`src/rtl/capture_sequencer_pkg.sv`:
```
// rtl/capture_sequencer_pkg.sv - shared state/error encodings for the capture sequencer
//
// Purpose: state encodings (also driven onto the state output for LEDs/pmod),
//          error codes and a small helper used by the sequencer FSM.
// Ports:   none (package).
package capture_sequencer_pkg;

  typedef enum logic [2:0] {
    CS_STATE_POWER_DOWN = 3'd0,
    CS_STATE_CONFIGURE  = 3'd1,
    CS_STATE_GAP        = 3'd2,
    CS_STATE_TRANSFER   = 3'd3,
    CS_STATE_ERROR      = 3'd4
  } cs_state_e;

  typedef enum logic [1:0] {
    CS_ERR_NONE           = 2'd0,
    CS_ERR_CAMERA         = 2'd1,
    CS_ERR_CONFIG_TIMEOUT = 2'd2,
    CS_ERR_FRAME_TIMEOUT  = 2'd3
  } cs_err_e;

  localparam int CS_STATE_WIDTH = 3;
  localparam int CS_ERR_WIDTH   = 2;

  // States in which a camera_error report aborts the sequence.
  function automatic logic cs_watches_camera(input cs_state_e s);
    return (s == CS_STATE_CONFIGURE) || (s == CS_STATE_GAP) || (s == CS_STATE_TRANSFER);
  endfunction

endpackage

```
`src/rtl/capture_sequencer_if.sv`:
```
// rtl/capture_sequencer_if.sv - control/status bundle between the sequencer and the image path
//
// Purpose: groups the camera/LCD status inputs, user controls and the sequencer outputs.
// Modports:
//   master - the sequencer: reads controls/status, drives camera/LCD commands and status outputs
//   slave  - the surrounding system: drives controls/status, reads the sequencer outputs
interface capture_sequencer_if #(
  parameter int FrameCountWidth = 16
) ();
  import capture_sequencer_pkg::*;

  // user controls
  logic                       run_enable;
  logic                       snapshot;
  logic                       retry;
  // camera status
  logic                       camera_configuring;
  logic                       camera_idle;
  logic                       camera_busy;
  logic                       camera_error;
  logic                       camera_transfer;
  // LCD status
  logic                       lcd_running;
  logic                       lcd_busy;
  logic                       frame_done;
  // sequencer outputs
  logic                       camera_configure;
  logic                       camera_start;
  logic                       camera_stop;
  logic                       refresh;
  logic [CS_STATE_WIDTH-1:0]  state;
  logic                       error;
  logic [CS_ERR_WIDTH-1:0]    error_code;
  logic [FrameCountWidth-1:0] frame_count;

  modport master (
    input  run_enable, snapshot, retry,
    input  camera_configuring, camera_idle, camera_busy, camera_error, camera_transfer,
    input  lcd_running, lcd_busy, frame_done,
    output camera_configure, camera_start, camera_stop, refresh,
    output state, error, error_code, frame_count
  );

  modport slave (
    output run_enable, snapshot, retry,
    output camera_configuring, camera_idle, camera_busy, camera_error, camera_transfer,
    output lcd_running, lcd_busy, frame_done,
    input  camera_configure, camera_start, camera_stop, refresh,
    input  state, error, error_code, frame_count
  );

endinterface

```
`src/rtl/capture_sequencer_seq_timer.sv`:
```
// rtl/capture_sequencer_seq_timer.sv - loadable saturating down-counter with zero flag
//
// Purpose: one shared timer for every sequencer phase (power-up, config, gap, frame watchdog).
// Ports:
//   clock, reset_n  clock / asynchronous active-low reset (count returns to ResetValue)
//   load_i          load load_value_i this cycle (wins over dec_i)
//   load_value_i    value to load
//   dec_i           decrement by one, holding at zero
//   zero_o          count is zero
module seq_timer #(
  parameter int                    TimerWidth = 25,
  parameter logic [TimerWidth-1:0] ResetValue = '0
) (
  input  logic                  clock,
  input  logic                  reset_n,
  input  logic                  load_i,
  input  logic [TimerWidth-1:0] load_value_i,
  input  logic                  dec_i,
  output logic                  zero_o
);

  logic [TimerWidth-1:0] count_q, count_d;

  always_comb begin
    count_d = count_q;
    if (load_i) begin
      count_d = load_value_i;
    end else if (dec_i && (count_q != '0)) begin
      count_d = count_q - 1'b1;
    end
  end

  always_ff @(posedge clock or negedge reset_n) begin
    if (!reset_n) begin
      count_q <= ResetValue;
    end else begin
      count_q <= count_d;
    end
  end

  assign zero_o = (count_q == '0);

endmodule

```
`src/rtl/capture_sequencer.sv`:
```
// rtl/capture_sequencer.sv - power-up, configure and refresh sequencer for the camera->LCD path
//
// Purpose: holds the camera in power-down, triggers configuration, waits for camera and LCD
//          readiness, then issues LCD refresh requests (continuous or snapshot) under a
//          per-frame watchdog. Errors park the FSM in ERROR until retry.
// Ports:
//   clock    system clock
//   reset_n  asynchronous active-low reset
//   bus      capture_sequencer_if.master: controls, camera/LCD status in; camera_configure,
//            camera_start, camera_stop, refresh, state, error, error_code, frame_count out
// All outputs are registered: a decision taken in cycle N is visible in cycle N+1.
module capture_sequencer
  import capture_sequencer_pkg::*;
#(
  parameter int PowerUpCount       = 2**22,
  parameter int ConfigTimeoutCount = 2**24,
  parameter int FrameGapCount      = 2**22,
  parameter int FrameTimeoutCount  = 2**24,
  parameter int TimerWidth         = 25,
  parameter int FrameCountWidth    = 16
) (
  input  logic               clock,
  input  logic               reset_n,
  capture_sequencer_if.master bus
);

  localparam logic [TimerWidth-1:0] PowerUpLoad = TimerWidth'(PowerUpCount - 1);
  localparam logic [TimerWidth-1:0] ConfigLoad  = TimerWidth'(ConfigTimeoutCount - 1);
  localparam logic [TimerWidth-1:0] GapLoad     = TimerWidth'(FrameGapCount - 1);
  localparam logic [TimerWidth-1:0] FrameLoad   = TimerWidth'(FrameTimeoutCount - 1);

  cs_state_e                  state_q, state_d;
  cs_err_e                    error_code_q, error_code_d;
  logic                       camera_configure_q, camera_configure_d;
  logic                       camera_start_q, camera_start_d;
  logic                       camera_stop_q, camera_stop_d;
  logic                       refresh_q, refresh_d;
  logic                       error_q, error_d;
  logic                       snapshot_pending_q, snapshot_pending_d;
  logic [FrameCountWidth-1:0] frame_count_q, frame_count_d;

  logic                  timer_load;
  logic [TimerWidth-1:0] timer_load_value;
  logic                  timer_dec;
  logic                  timer_zero;

  logic    go_error;
  cs_err_e go_error_code;
  logic    path_ready;
  logic    path_quiet;

  seq_timer #(
    .TimerWidth (TimerWidth),
    .ResetValue (PowerUpLoad)
  ) u_timer (
    .clock        (clock),
    .reset_n      (reset_n),
    .load_i       (timer_load),
    .load_value_i (timer_load_value),
    .dec_i        (timer_dec),
    .zero_o       (timer_zero)
  );

  // Camera idle and LCD configured: safe to start streaming.
  assign path_ready = bus.lcd_running && bus.camera_idle && !bus.camera_busy &&
                      !bus.camera_configuring;
  // Nothing in flight anywhere in the pipeline: safe to request another frame.
  assign path_quiet = !bus.camera_busy && !bus.lcd_busy && !bus.camera_transfer;

  always_comb begin
    state_d            = state_q;
    error_code_d       = error_code_q;
    camera_configure_d = 1'b0;
    camera_start_d     = camera_start_q;
    camera_stop_d      = 1'b0;
    refresh_d          = 1'b0;
    error_d            = error_q;
    snapshot_pending_d = snapshot_pending_q;
    frame_count_d      = frame_count_q;
    timer_load         = 1'b0;
    timer_load_value   = '0;
    timer_dec          = 1'b0;
    go_error           = 1'b0;
    go_error_code      = CS_ERR_NONE;

    if (bus.snapshot && (state_q != CS_STATE_ERROR)) begin
      snapshot_pending_d = 1'b1;
    end

    if (cs_watches_camera(state_q) && bus.camera_error) begin
      go_error      = 1'b1;
      go_error_code = CS_ERR_CAMERA;
    end else begin
      case (state_q)
        CS_STATE_POWER_DOWN: begin
          if (timer_zero) begin
            camera_configure_d = 1'b1;
            timer_load         = 1'b1;
            timer_load_value   = ConfigLoad;
            state_d            = CS_STATE_CONFIGURE;
          end else begin
            timer_dec = 1'b1;
          end
        end

        CS_STATE_CONFIGURE: begin
          if (path_ready) begin
            camera_start_d   = 1'b1;
            timer_load       = 1'b1;
            timer_load_value = GapLoad;
            state_d          = CS_STATE_GAP;
          end else if (timer_zero) begin
            go_error      = 1'b1;
            go_error_code = CS_ERR_CONFIG_TIMEOUT;
          end else begin
            timer_dec = 1'b1;
          end
        end

        CS_STATE_GAP: begin
          if (timer_zero && (bus.run_enable || snapshot_pending_q) && path_quiet) begin
            refresh_d        = 1'b1;
            timer_load       = 1'b1;
            timer_load_value = FrameLoad;
            state_d          = CS_STATE_TRANSFER;
          end else begin
            timer_dec = 1'b1;
          end
        end

        CS_STATE_TRANSFER: begin
          // refresh_q high means this is the cycle the request goes out; a frame_done
          // seen now belongs to an earlier frame and must not be counted.
          if (bus.frame_done && !refresh_q) begin
            frame_count_d      = frame_count_q + 1'b1;
            // A snapshot arriving alongside the clearing frame_done is a new request.
            snapshot_pending_d = bus.snapshot;
            timer_load         = 1'b1;
            timer_load_value   = GapLoad;
            state_d            = CS_STATE_GAP;
          end else if (timer_zero) begin
            go_error      = 1'b1;
            go_error_code = CS_ERR_FRAME_TIMEOUT;
          end else begin
            timer_dec = 1'b1;
          end
        end

        CS_STATE_ERROR: begin
          if (bus.retry) begin
            error_d          = 1'b0;
            error_code_d     = CS_ERR_NONE;
            timer_load       = 1'b1;
            timer_load_value = PowerUpLoad;
            state_d          = CS_STATE_POWER_DOWN;
          end
        end

        default: begin
          state_d = CS_STATE_POWER_DOWN;
        end
      endcase
    end

    if (go_error) begin
      state_d        = CS_STATE_ERROR;
      camera_start_d = 1'b0;
      camera_stop_d  = 1'b1;
      error_d        = 1'b1;
      error_code_d   = go_error_code;
    end
  end

  always_ff @(posedge clock or negedge reset_n) begin
    if (!reset_n) begin
      state_q            <= CS_STATE_POWER_DOWN;
      error_code_q       <= CS_ERR_NONE;
      camera_configure_q <= 1'b0;
      camera_start_q     <= 1'b0;
      camera_stop_q      <= 1'b0;
      refresh_q          <= 1'b0;
      error_q            <= 1'b0;
      snapshot_pending_q <= 1'b0;
      frame_count_q      <= '0;
    end else begin
      state_q            <= state_d;
      error_code_q       <= error_code_d;
      camera_configure_q <= camera_configure_d;
      camera_start_q     <= camera_start_d;
      camera_stop_q      <= camera_stop_d;
      refresh_q          <= refresh_d;
      error_q            <= error_d;
      snapshot_pending_q <= snapshot_pending_d;
      frame_count_q      <= frame_count_d;
    end
  end

  assign bus.camera_configure = camera_configure_q;
  assign bus.camera_start     = camera_start_q;
  assign bus.camera_stop      = camera_stop_q;
  assign bus.refresh          = refresh_q;
  assign bus.state            = state_q;
  assign bus.error            = error_q;
  assign bus.error_code       = error_code_q;
  assign bus.frame_count      = frame_count_q;

endmodule

```
`src/flat_wrapper.sv`:
```
// flat-port wrapper written by rule: the top's interface ports become plain ports
module capture_sequencer_flat import capture_sequencer_pkg::*;
#(
  parameter int PowerUpCount       = 2**22,
  parameter int ConfigTimeoutCount = 2**24,
  parameter int FrameGapCount      = 2**22,
  parameter int FrameTimeoutCount  = 2**24,
  parameter int TimerWidth         = 25,
  parameter int FrameCountWidth    = 16
)
  (clock, reset_n, bus_run_enable, bus_snapshot, bus_retry, bus_camera_configuring, bus_camera_idle, bus_camera_busy, bus_camera_error, bus_camera_transfer, bus_lcd_running, bus_lcd_busy, bus_frame_done, bus_camera_configure, bus_camera_start, bus_camera_stop, bus_refresh, bus_state, bus_error, bus_error_code, bus_frame_count);
  capture_sequencer_if #(.FrameCountWidth(FrameCountWidth)) bus_i ();
  input  logic clock;
  input  logic reset_n;
  input wire logic [$bits(bus_i.run_enable)-1:0] bus_run_enable;
  input wire logic [$bits(bus_i.snapshot)-1:0] bus_snapshot;
  input wire logic [$bits(bus_i.retry)-1:0] bus_retry;
  input wire logic [$bits(bus_i.camera_configuring)-1:0] bus_camera_configuring;
  input wire logic [$bits(bus_i.camera_idle)-1:0] bus_camera_idle;
  input wire logic [$bits(bus_i.camera_busy)-1:0] bus_camera_busy;
  input wire logic [$bits(bus_i.camera_error)-1:0] bus_camera_error;
  input wire logic [$bits(bus_i.camera_transfer)-1:0] bus_camera_transfer;
  input wire logic [$bits(bus_i.lcd_running)-1:0] bus_lcd_running;
  input wire logic [$bits(bus_i.lcd_busy)-1:0] bus_lcd_busy;
  input wire logic [$bits(bus_i.frame_done)-1:0] bus_frame_done;
  output wire logic [$bits(bus_i.camera_configure)-1:0] bus_camera_configure;
  output wire logic [$bits(bus_i.camera_start)-1:0] bus_camera_start;
  output wire logic [$bits(bus_i.camera_stop)-1:0] bus_camera_stop;
  output wire logic [$bits(bus_i.refresh)-1:0] bus_refresh;
  output wire logic [$bits(bus_i.state)-1:0] bus_state;
  output wire logic [$bits(bus_i.error)-1:0] bus_error;
  output wire logic [$bits(bus_i.error_code)-1:0] bus_error_code;
  output wire logic [$bits(bus_i.frame_count)-1:0] bus_frame_count;
  assign bus_i.run_enable = bus_run_enable;
  assign bus_i.snapshot = bus_snapshot;
  assign bus_i.retry = bus_retry;
  assign bus_i.camera_configuring = bus_camera_configuring;
  assign bus_i.camera_idle = bus_camera_idle;
  assign bus_i.camera_busy = bus_camera_busy;
  assign bus_i.camera_error = bus_camera_error;
  assign bus_i.camera_transfer = bus_camera_transfer;
  assign bus_i.lcd_running = bus_lcd_running;
  assign bus_i.lcd_busy = bus_lcd_busy;
  assign bus_i.frame_done = bus_frame_done;
  assign bus_camera_configure = bus_i.camera_configure;
  assign bus_camera_start = bus_i.camera_start;
  assign bus_camera_stop = bus_i.camera_stop;
  assign bus_refresh = bus_i.refresh;
  assign bus_state = bus_i.state;
  assign bus_error = bus_i.error;
  assign bus_error_code = bus_i.error_code;
  assign bus_frame_count = bus_i.frame_count;
  capture_sequencer #(.PowerUpCount(PowerUpCount), .ConfigTimeoutCount(ConfigTimeoutCount), .FrameGapCount(FrameGapCount), .FrameTimeoutCount(FrameTimeoutCount), .TimerWidth(TimerWidth), .FrameCountWidth(FrameCountWidth)) u_core (.clock(clock), .reset_n(reset_n), .bus(bus_i));
endmodule
```
`config.mk`:
```
export PLATFORM = sky130hd
export DESIGN_NAME = capture_sequencer_flat
export DESIGN_NICKNAME = d
export VERILOG_FILES = /design/src/rtl/capture_sequencer_pkg.sv /design/src/rtl/capture_sequencer_if.sv /design/src/rtl/capture_sequencer_seq_timer.sv /design/src/rtl/capture_sequencer.sv /design/src/flat_wrapper.sv
export SDC_FILE = /design/constraint.sdc
export NUM_CORES = 1
export LEC_CHECK = 0
export CORE_ASPECT_RATIO = 0.9
export CORE_MARGIN = 2
export CORE_UTILIZATION = 60
export DETAILED_ROUTE_END_ITERATION = 10
export DONT_BUFFER_PORTS = 1
export GPL_TIMING_DRIVEN = 0
export PLACE_DENSITY = 0.83
export SYNTH_ARGS = -nofsm -noshare
export SYNTH_HDL_FRONTEND = slang
export SYNTH_SLANG_ARGS = --single-unit
```
`constraint.sdc`:
```
create_clock -name clock -period 3.05 [get_ports clock]
set_input_delay 0.4575 -clock clock [delete_from_list [all_inputs] [get_ports clock]]
set_output_delay 0.4575 -clock clock [all_outputs]
set_load 0.01 [all_outputs]
```
After elaboration in Yosys (flattened, before gate mapping)
Index checks and enable logic that the tools add are counted.
{"block": "totals", "regBits": 52, "inputBits": 13, "output_inout_bits": 26, "word_cells": 116}
{"block": "op_classes", "n_addsub": 2, "eq_ne": 11, "n_mux": 61, "bitwise": 1, "n_reduce_logical": 31}
{"cell": "case mux 25 bit (5 select lines)", "n": 1}
{"cell": "2-to-1 mux 25 bit", "n": 3}
{"cell": "2-to-1 mux 22 bit", "n": 3}
{"cell": "2-to-1 mux 24 bit", "n": 2}
{"cell": "2-to-1 mux 1 bit", "n": 31}
{"cell": "zero test 25 bit", "n": 1}
{"cell": "nonzero test 25 bit", "n": 1}
{"cell": "subtractor 25 x 1 -> 25 bit, second input constant", "n": 1}
{"cell": "2-to-1 mux 3 bit", "n": 7}
{"cell": "2-to-1 mux 2 bit", "n": 9}
{"cell": "adder 16 x 1 -> 16 bit, second input constant", "n": 1}
{"cell": "case mux 3 bit (5 select lines)", "n": 1}
{"cell": "logical AND 1 bit", "n": 11}
{"cell": "nonzero test 2 bit", "n": 5}
{"cell": "inequality test 3 x 2 -> 1 bit, second input constant", "n": 3}
{"cell": "AND reduction 3 bit", "n": 3}
{"cell": "== test 3 x 2 -> 1 bit, second input constant", "n": 2}
{"cell": "inequality test 3 x 1 -> 1 bit, second input constant", "n": 2}
{"cell": "AND reduction 6 bit", "n": 1}
{"cell": "zero test 1 bit", "n": 5}
{"cell": "case mux 1 bit (5 select lines)", "n": 1}
{"cell": "case mux 1 bit (4 select lines)", "n": 1}
{"cell": "case mux 2 bit (2 select lines)", "n": 1}
{"cell": "== test 3 x 1 -> 1 bit, second input constant", "n": 1}
{"cell": "other kinds (7)", "n": 9}

Logic depth before layout (Yosys ltp)
Gate-level depths: netlist of the first run.
{"block": "depth", "depth_word": 10, "ltp_mapped": 10, "ltp_nobuf": 7}

By module
A second synthesis of the first run with hierarchy kept.
{"block": "hier_totals", "cells_unflattened": 320, "area_unflattened_um2": 2966.6}
{"module": "seq_timer", "instances": 1, "cells_each": 197, "area_per_inst_um2": 1650.3, "seq_area_each_um2": 653.1}
{"module": "capture_sequencer", "instances": 1, "cells_each": 123, "area_per_inst_um2": 1316.3, "seq_area_each_um2": 675.6}

Worst setup path before layout of the first run
Ideal clock, no wire load.
{"block": "synth_path", "kind": "register -> register", "from": "register u_core.u_timer.count_q[17]", "to": "register u_core.u_timer.count_q[23]", "setup_time_ns": 0.124, "arrival_ns": 2.120, "required_ns": 2.926, "path_slack_ns": 0.806, "stages_incl_launch_ff": 9, "n_path_buf": 3, "synth_period_minus_slack_ns": 2.244, "path_cell_list": "dfstp_2 > or4_1 > buf_2 > or2_1 > buf_4 > o31ai_4 > buf_6 > nor3_2 > o31a_1"}
{"block": "synth_via", "elab_chain_cells": 8, "elab_cells_between_ends": 23, "classes_between": "add/sub (1); mux (16); reduce/logical (6)"}
{"item": "start: declaration", "line_no": "capture_sequencer_seq_timer.sv:22", "rtl": "logic [TimerWidth-1:0] count_q, count_d;"}
{"item": "start signal: assignment", "line_no": "capture_sequencer_seq_timer.sv:35", "rtl": "count_q <= ResetValue;"}
{"item": "start signal: assignment", "line_no": "capture_sequencer_seq_timer.sv:37", "rtl": "count_q <= count_d;"}
{"item": "branches (longest 8 deep; another with subtractor 25 x 1 -> 25 bit)"}
Parallel ways; which one is timed is not known. The select of a mux whose other input is x is not followed.
A chain may end at the register's enable or synchronous reset.

Worst setup path in the final report of the first run
{"block": "layout_path", "from": "register u_core.u_timer.count_q[9]", "to": "register u_core.u_timer.count_q[23]"}
Same word-level chain as after synthesis.

==> flow_summary.yaml, run 1 <==
yosys:
  synth_cells: 256
  yosys_register_bits: 52
  synthesis.nets: 271
  ys_seq_area_share_pct: 49.9
  yosys_warnings: 0
  synth_cell_type_count: 54
  synth-compound-area-share_pct: 15.1
  synthAdderAreaFrac_pct: 0.940
  synthTopCellsByArea: "dfrtp_1 28%, dfstp_2 22%, xnor2_1 3.9%"
  synthMuxAreaShare_pct: 0.423
  avgSynthCellArea_um2: 10.4
  synth_top_area_share_pct: 28.2
  yosys.area_share.simple_pct: 24.0
  syn_area_um2: 2660
  yosysTopAreaCell: "dfrtp_1"
  synth_xor_xnor_area_share_pct: 6.25
  synth_top_family_by_area: "simple AND/OR/NAND/NOR gates"
  synth_edf_count: 0
  ys.flop_type: "dfrtp_1"
  async_flop_share_pct: 100
place:
  numPortBuffers: 0
  dpl.hpwl_um: 3790
  routabilityCongestion: 0.856
worst_setup_path:
  required_ns: 3.24
  ff2ff_setup_slack_ns: 0.55
  worst_ep_arrival_time_ns: 2.70
  crit_buf_inv: 1
  rr_endpoint: "u_core.u_timer.count_q[23]"
  critPathMaxFanout: 10
  cp_top_family: "simple AND/OR/NAND/NOR gates"
  reg2reg_from: "u_core.u_timer.count_q[9]"
  cp_cell_sequence: "nor4_2 -> nand3b_1 -> o31ai_4 -> buf_6 -> nor3_2 -> o31a_1"
  setup.worst_path.class: "reg2reg"
  slowest_stage: "nor4_2"
  reg2reg_depth: 6
  endpoint_kind: "register"
  critPathLaunchType: "register"
  cpPeakStageDelay_ns: 0.52
clock_network:
  cts_tree: "yes"
  cts.repair.resized: 0
  root_buffer: "clkbuf_8"
  clk_pin_slew_worst_paths_ns: 0.10
  clk_path_buf_depth: 2
  cts_sinks: 52
  cts_buffers: 5
  h-tree-depth: 2
  clock_latency_ns: 0.30
hold_path:
  hp-start: "bus_retry"
  min_path_type: "in2reg"
  min_to: "u_core.bus.state[2]"
  hold_depth: 1
global_routing:
  grt_max_degree: 53
  grt_pass1_vias: 2056
  gr-total-overflow: 0
  antenna_found_initial: 0
  grt_pass1_wl_um: 9490
  grt.total_usage_pct: 24.9
route:
  drt_wl_total_um: 5320
  ant_nets: 0
  avgViaCountPerCell: 6.21
  route.detailed.drc: 0
  drt_iter0_drc: 95
  dr.pass1.iters: 5
  drt-wirelength-per-cell_um: 16.3
  via_count: 2026
final_layout:
  fill_cells: 336
  fin_nets: 280
  layout-drive-gt1-share_pct: 16.9
  num_antenna_cells: 0
  synthToLayoutAreaGrowth_pct: 8.41
sta:
  skew_ns: 0.00889
  fmax_mhz: 399
  maxSlewViolCount: 0
  hold_violations: 0
  timing.final.crit_share_pct: 82.1
  setup_viol: 0
  rsz0062_at_grt: "no"
  maxSlewHeadroom_pct: 61.5
  hold_ws_ns: 0.265
  tightest_slew_ns: 0.572
  setup_tns_ns: 0
  finalCriticalPeriod_ns: 2.50
outcome:
  status: "completed"
pwr:
  p_per_area_nw_per_um2: 650
  cellLeakagePower_nw: 1.09
  irDropWorstVdd_uv: 562
floorplanning:
  boundaryPins: 39
  die_width_um: 74.2
  die_height_um: 67.2
  die_area_um2: 4990
  core_um2: 4180
  initial_core_util_pct: 63.6
  rows: 22
run:
  drv_cap: 0
-- metal layers --
layer / up-vias / wire [um] / global-route usage [%]
li1: 981 / - / -
met1: 989 / 2490 / 33.1
met2: 52 / 2550 / 41.3
met3: 4 / 251 / 6.27
met4: 0 / 26 / 5.80
met5: - / 0 / 0
-- cells in the mapped netlist, drive strengths merged (7+ instances only) --
cell	number
xor2	7
o31ai	12
dfstp	22
nor2	12
nand3	15
o211ai	8
or4	11
xnor2	12
or3	8
nand2	16
inv	7
nor3	12
o21ai	11
dfrtp	30
-- through the flow --
step	std cells	setup WS, ns	area [um^2]	util, %	power, W
after floorplan	256	0.806	2660	-	0.00128
after global placement	316	0.602	2740	65.4	0.00137
after detailed placement	316	0.587	2740	65.4	0.00139
after CTS	326	0.560	2890	69.0	0.00188
after global routing	326	0.379	2890	69.0	0.00201
final	326	0.545	2890	69.0	0.00188
-- placed cells by master (no fill, tap or decap), types with 10 or more instances in the layout --
cell type   n
nand2_1    16
nand3_1    15
nor2_1     12
nor3_1     11
dfrtp_1    30
o21ai_0    11
o31ai_1    11
dfstp_2    22
xnor2_1    12
or4_1      10
-- final cells by class --
class	instances	area, um^2	area share (%)
plain buffers	11	63.8	2.21
clock buffers	6	72.6	2.51
clock inverters	2	38.8	1.34
inverters	7	26.3	0.910
multi-input cells	186	1240	43.1
flip-flops and latches	52	1330	46.0
well taps	60	75.1	2.60
repair buffers	2	37.5	1.30
-- report_power, final --
| group | switching [W] | leakage (nW) | internal (W) |
|---|---|---|---|
| combinational | 0.000292 | 0.399 | 0.000190 |
| clock | 0.000224 | 0.0558 | 0.000248 |
| sequential | 0.000100 | 0.637 | 0.000822 |
-- state kept, by name (all words and copies together) (netlist names) --
name	cells
u_core.snapshot_pending_q	1
u_core.bus.frame_count	16
u_core.bus.error_code	2
u_core.bus.camera_stop	1
u_core.u_timer.count_q	25
u_core.bus.refresh	1
u_core.bus.state	3
u_core.bus.error	1
u_core.bus.camera_configure	1
u_core.bus.camera_start	1
-- worst max-delay path by stage --
stage,slack [ns],start,to,depth (start not counted)
floorplan,0.81,u_core.u_timer.count_q[17],u_core.u_timer.count_q[23],8
global placement,0.60,u_core.u_timer.count_q[17],u_core.u_timer.count_q[23],8
detailed placement,0.59,u_core.u_timer.count_q[17],u_core.u_timer.count_q[23],8
CTS,0.56,u_core.u_timer.count_q[17],u_core.u_timer.count_q[23],8
global route,0.38,u_core.u_timer.count_q[9],u_core.u_timer.count_q[17],7
finish,0.55,u_core.u_timer.count_q[9],u_core.u_timer.count_q[23],6
-- cell families after synthesis --
family | Yosys count
xor gates and xnor gates | 19
muxes | 1
and+or+nand+nor | 110
adders and majority gates | 2
AOI/OAI and AO/OA | 54
buffers and inverters | 18
DFF | 52
-- repair_timing --
item / 4_1_cts / 5_1_grt
endpoints found under the hold margin: 52 / 0
buffers inserted: 0 / 0
hold buffers: 2 / 0
Note: power is estimated with default switching activity, not from simulation.
==> inputs of run 2 (changes only) <==
Clock period 3.05 ns to 2.5 ns, I/O delays scaled along.
==> flow_summary.yaml, run 2 (same netlist as run 1, synthesis figures left out) <==
clock_network:
  clk_path_buf_depth: 2
  cts_sinks: 52
  clock_latency_ns: 0.31
  h-tree-depth: 2
  clk_pin_slew_worst_paths_ns: 0.09
  cts_buffers: 5
  root_buffer: "clkbuf_8"
  cts_tree: "yes"
floorplanning:
  boundaryPins: 39
  die_area_um2: 4990
  initial_core_util_pct: 63.6
  die_height_um: 67.2
  core_um2: 4180
  die_width_um: 74.2
  rows: 22
worst_setup_path:
  slowest_stage: "or4_4"
  worst_ep_arrival_time_ns: 2.64
  endpoint_kind: "register"
  critPathLaunchType: "register"
  crit_start: "u_core.u_timer.count_q[3]"
  required_ns: 2.69
  ff2ff_setup_slack_ns: 0.06
  critPathMaxFanout: 7
  cp_cell_sequence: "or4_4 -> or3_1 -> buf_4 -> o31ai_4 -> buf_6 -> nor3_2 -> o31a_1"
  setup.worst_path.class: "reg2reg"
  cpPeakStageDelay_ns: 0.54
  reg2reg_from: "u_core.u_timer.count_q[3]"
sta:
  maxSlewViolCount: 0
  tightest_slew_ns: 0.543
  finalCriticalPeriod_ns: 2.44
  fmax_mhz: 409
  maxSlewHeadroom_pct: 63.6
  setup_viol: 0
  timing.final.crit_share_pct: 97.7
  layout_setup_ws_ns: 0.0574
  skew_ns: 0.00877
  hold_ws_ns: 0.178
  hold_violations: 0
route:
  avgViaCountPerCell: 6.16
  via_count: 2039
  ant_nets: 0
  drt_iter0_drc: 83
  drt-wirelength-per-cell_um: 16.6
  dr.pass1.iters: 4
  route.detailed.drc: 0
  drt_wl_total_um: 5500
outcome:
  status: "completed"
place:
  pre_cts_ws_ns: 0.0366
  routabilityCongestion: 0.856
  numPortBuffers: 0
  dpl.hpwl_um: 3790
final_layout:
  synthToLayoutAreaGrowth_pct: 10.5
  final_common_cell: "dfrtp_1"
  fin_nets: 285
  fill_cells: 334
  layout-drive-gt1-share_pct: 20.3
  num_antenna_cells: 0
  largest_reg_flops: 25
  final_cell_mix: "30 x dfrtp_1, 22 x dfstp_2, 16 x nand2_1"
  top_register: "u_core.u_timer.count_q"
pwr:
  cellLeakagePower_nw: 1.13
  p_per_area_nw_per_um2: 794
  irDropWorstVdd_uv: 685
hold_path:
  min_path_type: "in2reg"
  hp-start: "bus_retry"
global_routing:
  grt_max_degree: 53
  grt_pass1_wl_um: 9490
  grt_pass1_vias: 2056
  antenna_found_initial: 0
  gr-total-overflow: 0
  grt.total_usage_pct: 24.9
run:
  drv_cap: 0
[run 2: cell types whose count changed in the layout (fill, tap and decap cells not counted)]
| cell | change |
|---|---|
| buf_2 | -1 |
| clkbuf_1 | -3 |
| clkbuf_2 | +3 |
| nor4_1 | -1 |
| nor3_2 | +1 |
| nor3_1 | -1 |
| nor4_2 | +1 |
| buf_4 | +6 |
[run 2: what timing repair did]
item	CTS	global route
hold endpoints to repair	52	0
hold buffers	2	0
setup buffers	0	5
gates resized for setup	0	10
setup endpoints to repair	0	29
[run 2: worst paths after layout]
kind	endpoint	depth (start not counted)
max	u_core.u_timer.count_q[23]	7
min	u_core.bus.state[2]	1
max reg2reg	u_core.u_timer.count_q[23]	7
min reg2reg	u_core.u_timer.count_q[1]	2
max in group asynchronous	u_core.u_timer.count_q[1]	2
min in group asynchronous	u_core.bus.frame_count[1]	2
[run 2: final cells by class]
class | instances | area [um^2] | area share (%)
plain buffers | 11 | 70.1 | 2.38
inverters | 7 | 26.3 | 0.893
flip-flops and latches | 52 | 1330 | 45.2
well taps | 60 | 75.1 | 2.55
clock inverters | 2 | 38.8 | 1.32
repair buffers | 7 | 75.1 | 2.55
multi-input cells | 186 | 1250 | 42.7
clock buffers | 6 | 72.6 | 2.47
[run 2: report_power, final]
| group | switching [W] | internal (W) |
|---|---|---|
| Clock | 0.000275 | 0.000303 |
| Combinational | 0.000365 | 0.000268 |
| Sequential | 0.000121 | 0.00100 |
[run 2: worst max-delay path, delay by kind of cell (launching register included)]
kind	cells	cell delay, ns
simple gates	3	0.93
buf+inv	2	0.35
compound gates	2	0.63
flops	1	0.41
[run 2: routing by layer]
| metal | vias up | track usage (%) | share of wire (%) | wire length [um] |
|---|---|---|---|---|
| met2 | 30 | 41.3 | 49 | 2680 |
| met4 | 0 | 5.80 | 0.53 | 29 |
| met1 | 1019 | 33.1 | 47 | 2610 |
| met3 | 4 | 6.27 | 3.3 | 183 |
| met5 | - | 0 | 0 | 0 |
| li1 | 986 | - | - | - |
[run 2: through the flow]
step | utilization (%) | TNS (ns) | cells | cell area (um^2) | power [W]
after floorplan | - | 0 | 256 | 2660 | 0.00156
after global placement | 65.4 | 0 | 316 | 2740 | 0.00167
after detailed placement | 65.4 | 0 | 316 | 2740 | 0.00170
after CTS | 69.0 | 0 | 326 | 2890 | 0.00230
after global routing | 70.3 | -0.0233 | 331 | 2940 | 0.00250
final | 70.3 | 0 | 331 | 2940 | 0.00234
==> inputs of run 3 (changes only) <==
Settings changed: CTS_BUF_LIST set to sky130_fd_sc_hd__clkbuf_8.
==> flow_summary.yaml, run 3 (same netlist as run 1, synthesis figures left out) <==
outcome:
  status: "completed"
floorplanning:
  initial_core_util_pct: 63.6
  die_height_um: 67.2
  rows: 22
  boundaryPins: 39
  core_um2: 4180
  die_width_um: 74.2
  die_area_um2: 4990
worst_setup_path:
  crit_start: "u_core.u_timer.count_q[3]"
  reg2reg_from: "u_core.u_timer.count_q[3]"
  cpPeakStageDelay_ns: 0.54
  slowest_stage: "or4_4"
  required_ns: 2.69
  setup.worst_path.class: "reg2reg"
  critPathMaxFanout: 7
  worst_ep_arrival_time_ns: 2.63
  cp_cell_sequence: "or4_4 -> or3_1 -> buf_4 -> o31ai_4 -> buf_6 -> nor3_2 -> o31a_1"
  critPathLaunchType: "register"
  endpoint_kind: "register"
place:
  numPortBuffers: 0
  routabilityCongestion: 0.856
  dpl.hpwl_um: 3790
pwr:
  power_frac_clock_pct: 24.6
  pwr-share-seq_pct: 48.2
  irDropWorstVdd_uv: 685
  switching_share_pct: 32.6
  cellLeakagePower_nw: 1.13
  p_per_area_nw_per_um2: 792
  internal_power_w: 0.00157
  power_frac_comb_pct: 27.2
  power.switching_w: 0.000760
route:
  avgViaCountPerCell: 6.16
  via_count: 2040
  ant_nets: 0
  drt_wl_total_um: 5480
  drt-wirelength-per-cell_um: 16.6
  route.detailed.drc: 0
  drt_iter0_drc: 81
  dr.pass1.iters: 4
clock_network:
  clock_latency_ns: 0.31
  h-tree-depth: 2
  cts_buffers: 5
  cts_tree: "yes"
  clk_path_buf_depth: 2
  root_buffer: "clkbuf_8"
  cts_sinks: 52
  clk_pin_slew_worst_paths_ns: 0.09
sta:
  maxSlewViolCount: 0
  timing.final.crit_share_pct: 97.7
  finalCriticalPeriod_ns: 2.44
  fmax_mhz: 410
  skew_ns: 0.00869
  maxSlewHeadroom_pct: 64.1
  hold_violations: 0
  tightest_slew_ns: 0.534
  setup_viol: 0
  hold_ws_ns: 0.179
final_layout:
  largest_reg_flops: 25
  final_util_pct: 70.3
  layout-drive-gt1-share_pct: 20.3
  top_register: "u_core.u_timer.count_q"
  num_antenna_cells: 0
  final_cell_mix: "30 x dfrtp_1, 22 x dfstp_2, 16 x nand2_1"
  final_common_cell: "dfrtp_1"
  synthToLayoutAreaGrowth_pct: 10.5
  fin_nets: 285
global_routing:
  grt_pass1_vias: 2056
  grt.total_usage_pct: 24.9
  grt_max_degree: 53
  grt_pass1_wl_um: 9490
  gr-total-overflow: 0
  antenna_found_initial: 0
hold_path:
  hp-start: "bus_retry"
  min_path_type: "in2reg"
run:
  drv_cap: 0
## run 3: changes by cell type in the layout (fill, tap and decap cells not counted), sizes merged
cell and delta:
inv +1, clkbuf -1
## run 3: path summary, 6_finish.rpt
| kind | cells past startpoint | to | slack (ns) |
|---|---|---|---|
| max | 7 | u_core.u_timer.count_q[23] | 0.06 |
| min | 1 | u_core.bus.state[2] | 0.18 |
| max reg2reg | 7 | u_core.u_timer.count_q[23] | 0.06 |
| min reg2reg | 2 | u_core.u_timer.count_q[1] | 0.51 |
| max in group asynchronous | 2 | u_core.u_timer.count_q[1] | 1.62 |
| min in group asynchronous | 2 | u_core.bus.frame_count[1] | 0.58 |
## run 3: layout make-up
type | count | area, um^2
well taps | 60 | 75.1
clock buffers | 5 | 68.8
inverters | 7 | 26.3
fillers | 334 | 1240
multi-input cells | 186 | 1250
plain buffers | 11 | 70.1
clock inverters | 3 | 42.5
repair buffers | 7 | 75.1
flip-flops and latches | 52 | 1330
## run 3: stage by stage
step                cells  cell area [um^2]  worst slack [ns]  power (W)  TNS (ns)
floorplan             256              2660             0.256    0.00156         0
finish                331              2940            0.0584    0.00233         0
global placement      316              2740            0.0523    0.00167         0
global route          331              2940           -0.0125    0.00250   -0.0233
detailed placement    316              2740            0.0366    0.00170         0
CTS                   326              2890           0.00980    0.00229         0
## run 3: routing by layer
| layer | vias up | wire length [um] | GRT usage, % | share of wire (%) |
|---|---|---|---|---|
| li1 | 986 | - | - | - |
| met1 | 1019 | 2600 | 33.1 | 47 |
| met2 | 31 | 2670 | 41.3 | 49 |
| met3 | 4 | 184 | 6.27 | 3.4 |
| met4 | 0 | 28 | 5.80 | 0.51 |
| met5 | - | 0 | 0 | 0 |
## run 3: critical path: cells and delay by family, from the launching register on
family / cells / cell delay, ns
AOI/OAI and AO/OA: 2 / 0.63
buffers and inverters: 2 / 0.35
DFF: 1 / 0.41
and+or+nand+nor: 3 / 0.93
## run 3: power by group through the flow
stage | registers, W | logic [W] | clock network [W]
floorplan | 0.00111 | 0.000448 | 0
global placement | 0.00113 | 0.000544 | 0
detailed placement | 0.00114 | 0.000560 | 0
CTS | 0.00112 | 0.000586 | 0.000585
global route | 0.00115 | 0.000724 | 0.000628
finish | 0.00112 | 0.000633 | 0.000573
## run 3: what timing repair did
item	CTS	global route
endpoints found under the setup margin	0	29
hold endpoints to repair	52	0
buffers inserted	0	5
hold buffers	2	0
gates resized for setup	0	10
